File: src/rtl/decoder_rr_arbiter.sv
`default_nettype none
// ============================================================================
// Module      : decoder_rr_arbiter
// Description : Four-requester round-robin arbiter with hold-limit revocation,
//               one-cycle release gap and decoded one-hot grant output.
// Revision    : 1.0 - initial release
// ============================================================================
module decoder_rr_arbiter #(
    parameter int MAX_HOLD = 16
) (
    input  logic       clk,
    input  logic       rst,
    input  logic [3:0] req,
    input  logic       done,
    output logic [3:0] grant,
    output logic [1:0] grant_id,
    output logic       grant_valid,
    output logic       timeout,
    output logic       busy
);

    localparam logic [1:0] c_st_idle    = 2'd0;
    localparam logic [1:0] c_st_grant   = 2'd1;
    localparam logic [1:0] c_st_release = 2'd2;
    localparam logic [7:0] c_hold_last  = 8'(MAX_HOLD - 1);

    logic [1:0] r_state;
    logic [1:0] w_state_nxt;
    logic [1:0] r_grant_id;
    logic [1:0] r_last_id;
    logic [7:0] r_hold_cnt;
    logic       r_timeout;

    logic [1:0] w_winner;
    logic [1:0] w_idx;
    logic       w_found;
    logic       w_hold_last;
    logic       w_exit;
    logic       w_hold_only;

    // Search starts just past the previous owner, so it becomes lowest priority.
    always_comb begin
        w_winner = r_last_id;
        w_found  = 1'b0;
        w_idx    = 2'd0;
        for (int i = 1; i <= 4; i++) begin
            w_idx = r_last_id + 2'(i);
            if (!w_found && req[w_idx]) begin
                w_winner = w_idx;
                w_found  = 1'b1;
            end
        end
    end

    assign w_hold_last = (r_hold_cnt == c_hold_last);
    assign w_exit      = done | ~req[r_grant_id] | w_hold_last;
    assign w_hold_only = w_hold_last & ~done & req[r_grant_id];

    always_ff @(posedge clk) begin
        if (rst) begin
            r_state <= c_st_idle;
        end else begin
            r_state <= w_state_nxt;
        end
    end

    always_comb begin
        w_state_nxt = r_state;
        case (r_state)
            c_st_idle:    if (|req) w_state_nxt = c_st_grant;
            c_st_grant:   if (w_exit) w_state_nxt = c_st_release;
            c_st_release: w_state_nxt = c_st_idle;
            default:      w_state_nxt = c_st_idle;
        endcase
    end

    always_ff @(posedge clk) begin
        if (rst) begin
            r_grant_id <= 2'd0;
            r_last_id  <= 2'd3;
            r_hold_cnt <= 8'd0;
            r_timeout  <= 1'b0;
        end else begin
            r_timeout <= 1'b0;
            case (r_state)
                c_st_idle: begin
                    if (|req) begin
                        r_grant_id <= w_winner;
                        r_hold_cnt <= 8'd0;
                    end
                end
                c_st_grant: begin
                    if (w_exit) begin
                        r_last_id <= r_grant_id;
                        r_timeout <= w_hold_only;
                    end else begin
                        r_hold_cnt <= r_hold_cnt + 8'd1;
                    end
                end
                default: ;
            endcase
        end
    end

    assign grant_valid = (r_state == c_st_grant);
    assign grant       = grant_valid ? (4'b0001 << r_grant_id) : 4'b0000;
    assign grant_id    = grant_valid ? r_grant_id : 2'd0;
    assign timeout     = r_timeout;
    assign busy        = (r_state != c_st_idle);

endmodule
`default_nettype wire
File: config.mk
export PLATFORM = sky130hd
export DESIGN_NAME = decoder_rr_arbiter
export DESIGN_NICKNAME = d
export VERILOG_FILES = /design/src/rtl/decoder_rr_arbiter.sv
export SDC_FILE = /design/constraint.sdc
export NUM_CORES = 1
export LEC_CHECK = 0
export ABC_CLOCK_PERIOD_IN_PS = 3000
export CAP_MARGIN = 20
export CORE_MARGIN = 4
export CORE_UTILIZATION = 40
export CTS_BUF_LIST = sky130_fd_sc_hd__clkbuf_4
export DETAILED_ROUTE_END_ITERATION = 16
export GPL_TIMING_DRIVEN = 0
export SLEW_MARGIN = 20
export SYNTH_ARGS = -nofsm -noshare
export SYNTH_HDL_FRONTEND = slang
export SYNTH_SLANG_ARGS = --single-unit
File: constraint.sdc
create_clock -name clk -period 3 [get_ports clk]
set_clock_uncertainty 0.15 [all_clocks]
set_input_delay 0.6 -clock clk [delete_from_list [all_inputs] [get_ports clk]]
set_output_delay 0.6 -clock clk [all_outputs]
set_load 0.05 [all_outputs]
==> results.py <==
metrics = {
    "place": {
        "port_buffers": 14,
        "dp_worst_setup_slack_ns": 0.3695,
        "dpl.hpwl_mm": 1.494,
        "dp_cells": 145,
        "gp_congestion": 0.8885,
    },
    "finish": {
        "fin_cells": 149,
        "area_growth_pct": 23.83,
        "final_cell_mix": "15 x dfxtp_1, 14 x clkdlybuf4s50_1, 12 x a21oi_1",
        "register_area_um2": 300.3,
        "multi_input_area_um2": 520.5,
        "drive_above_1_share": 0.1066,
        "antenna_cells": 0,
        "finalNetCount": 131,
        "final_common_cell": "dfxtp_1",
        "num-fill-cells": 204,
    },
    "yosys": {
        "synth_edf_count": 0,
        "yosys.area.top_type": "dfxtp_1",
        "synth.yosys.seq_area_share": 0.3509,
        "netlist_area_um2": 855.8,
        "syn_nets": 112,
        "yosysWarnings": 0,
        "syn_area_per_cell_um2": 8.229,
        "syn_inst": 104,
        "yosysTopAreaCellShare": 0.3509,
        "synth_area_leaders": "dfxtp_1 35%, a21oi_1 7.0%, o21ai_0 4.7%",
        "synth_ff_type": "dfxtp_1",
        "synth_seq_cells": 15,
        "async_reset_ff_frac": 0,
        "synth_cell_types": 38,
    },
    "power_and_ir_drop": {
        "leakage_nw": 0.3580,
        "power_uw": 520.1,
        "powerDensity_nw_per_um2": 490.8,
        "ir_drop_uv": 263.0,
    },
    "floorplan": {
        "io_pins": 16,
        "die-area_um2": 2944,
        "num_rows": 16,
        "core_um2": 2002,
        "dieWidth_um": 54.26,
        "die_h_um": 54.26,
        "start_util": 0.4275,
    },
    "setup_path": {
        "arrival_ns": 2.02,
        "critPathMaxFanout": 7,
        "required_ns": 2.25,
        "path_cells": "nand2b_1 > inv_2 > and2_1 > nor2b_1 > clkdlybuf4s50_1",
        "reg2reg_setup_slack_ns": 0.97,
        "slowest_stage": "clkdlybuf4s50_1",
        "crit_path_start_kind": "flip-flop",
        "cp-end-kind": "primary output",
        "max_stage_delay_ns": 0.81,
        "crit_type": "flip-flop to primary output",
    },
    "global_routing": {
        "first_global_vias": 758,
        "antenna_found_initial": 0,
        "grt_start_max_net_pins": 11,
        "grt_pass1_wl_mm": 3.374,
        "gr-usage-all-layers": 0.1614,
        "gr-total-overflow": 0,
    },
    "timing": {
        "holdWs_ns": 0.3485,
        "rsz0062_at_grt": "no",
        "finalMaxSlewViolations": 0,
        "final_hold_viol_count": 0,
        "setup_violations": 0,
        "slew_headroom": 0.6627,
        "setup_tns_ns": 0,
        "fin_crit_sh": 0.9234,
        "fmax_ghz": 0.3610,
        "post-route-min-period_ns": 2.770,
        "worst_pin_slew_ns": 0.5044,
        "fin_ws_ns": 0.2299,
    },
    "flow_run": {
        "drv_cap": 0,
    },
    "clock_tree": {
        "cts_setup_buffers": 0,
        "clk_pin_slew_worst_paths_ns": 0.09,
        "htree_levels": 1,
        "cts_tree": "yes",
        "cts_buffer_depth": 2,
        "clock-sinks": 15,
        "numCtsBuffers": 3,
        "ctsHoldBuffers": 0,
        "clkLatencyLatePin_ns": 0.28,
        "cts_root_buffer": "clkbuf_4",
        "ctsResizeCount": 0,
    },
    "route": {
        "drt_wl_total_mm": 1.966,
        "drc": 0,
        "drt_iter0_drc": 11,
        "drtPass1Iterations": 4,
        "vias_per_cell": 5.544,
        "vias": 826,
        "ant_nets": 0,
        "post_drt_wl_per_cell_um": 13.19,
    },
    "min_path": {
        "worstHoldPathType": "flip-flop to flip-flop",
    },
    "outcome": {
        "outcome": "completed",
    },
}
-- metrics by stage --
stage | util | area [um2]
global placement | 0.5144 | 1030
floorplan | - | 855.8
finish | 0.5294 | 1060
CTS | 0.5294 | 1060
global route | 0.5294 | 1060
detailed placement | 0.5144 | 1030
-- synthesized netlist by cell type (2+ instances only) --
| cell type | instances |
|---|---|
| or3_1 | 5 |
| nand2_1 | 4 |
| nand3_1 | 4 |
| a211o_1 | 2 |
| nand2b_1 | 6 |
| nor2b_1 | 6 |
| nor3b_1 | 2 |
| o31ai_1 | 2 |
| mux2i_1 | 3 |
| a31oi_2 | 2 |
| dfxtp_1 | 15 |
| a21oi_1 | 12 |
| o21ai_0 | 8 |
| or4_1 | 2 |
| nor2_1 | 3 |
| or2_2 | 2 |
| and2_1 | 2 |
| nand4_1 | 2 |
| inv_1 | 3 |
-- metal layers --
layer / share of wire / wire length (um) / GRT usage
met1: 0.44 / 873 / 0.1910
met2: 0.50 / 975 / 0.2709
met3: 0.037 / 72 / 0.03270
met4: 0.022 / 44 / 0.08714
met5: 0 / 0 / 0
-- worst max-delay path, delay by kind of cell, from the launching register on --
family	cells	cell delay (ns)
buffers and inverters	2	0.95
AND/OR/NAND/NOR	3	0.48
flip-flops	1	0.31
-- registers in the layout, summed over array words and instances, names as in the netlist --
signal and cells:
timeout 1, r_last_id 2, r_hold_cnt 8, r_grant_id 2
r_state 2
-- final timing paths --
kind,start,end,cells after the start
max,r_state[1],grant[2],5
min,r_hold_cnt[7],r_hold_cnt[7],2
max reg2reg,r_hold_cnt[0],r_hold_cnt[3],7
min reg2reg,r_hold_cnt[7],r_hold_cnt[7],2
-- cell type report --
cell class,count,share of cell area
buffer,4,0.01889
inverter,4,0.01417
sequential,15,0.2834
timing repair buffer,14,0.1322
multi-input combinational,81,0.4911
clock buffer,4,0.02834
tap,27,0.03188
-- cell families after synthesis --
kind of cell | Yosys count | synth area share
compound gates | 33 | 0.2529
fa+ha+maj | 1 | 0.01462
buf+inv | 8 | 0.04092
flops | 15 | 0.3509
mux | 3 | 0.03509
simple gates | 44 | 0.3056
-- report_power, final --
group,internal [mW],switching [mW]
registers,0.211,0.0122
logic,0.0675,0.108
clock network,0.0606,0.0611
No activity file was read; power rests on OpenSTA's default activity.
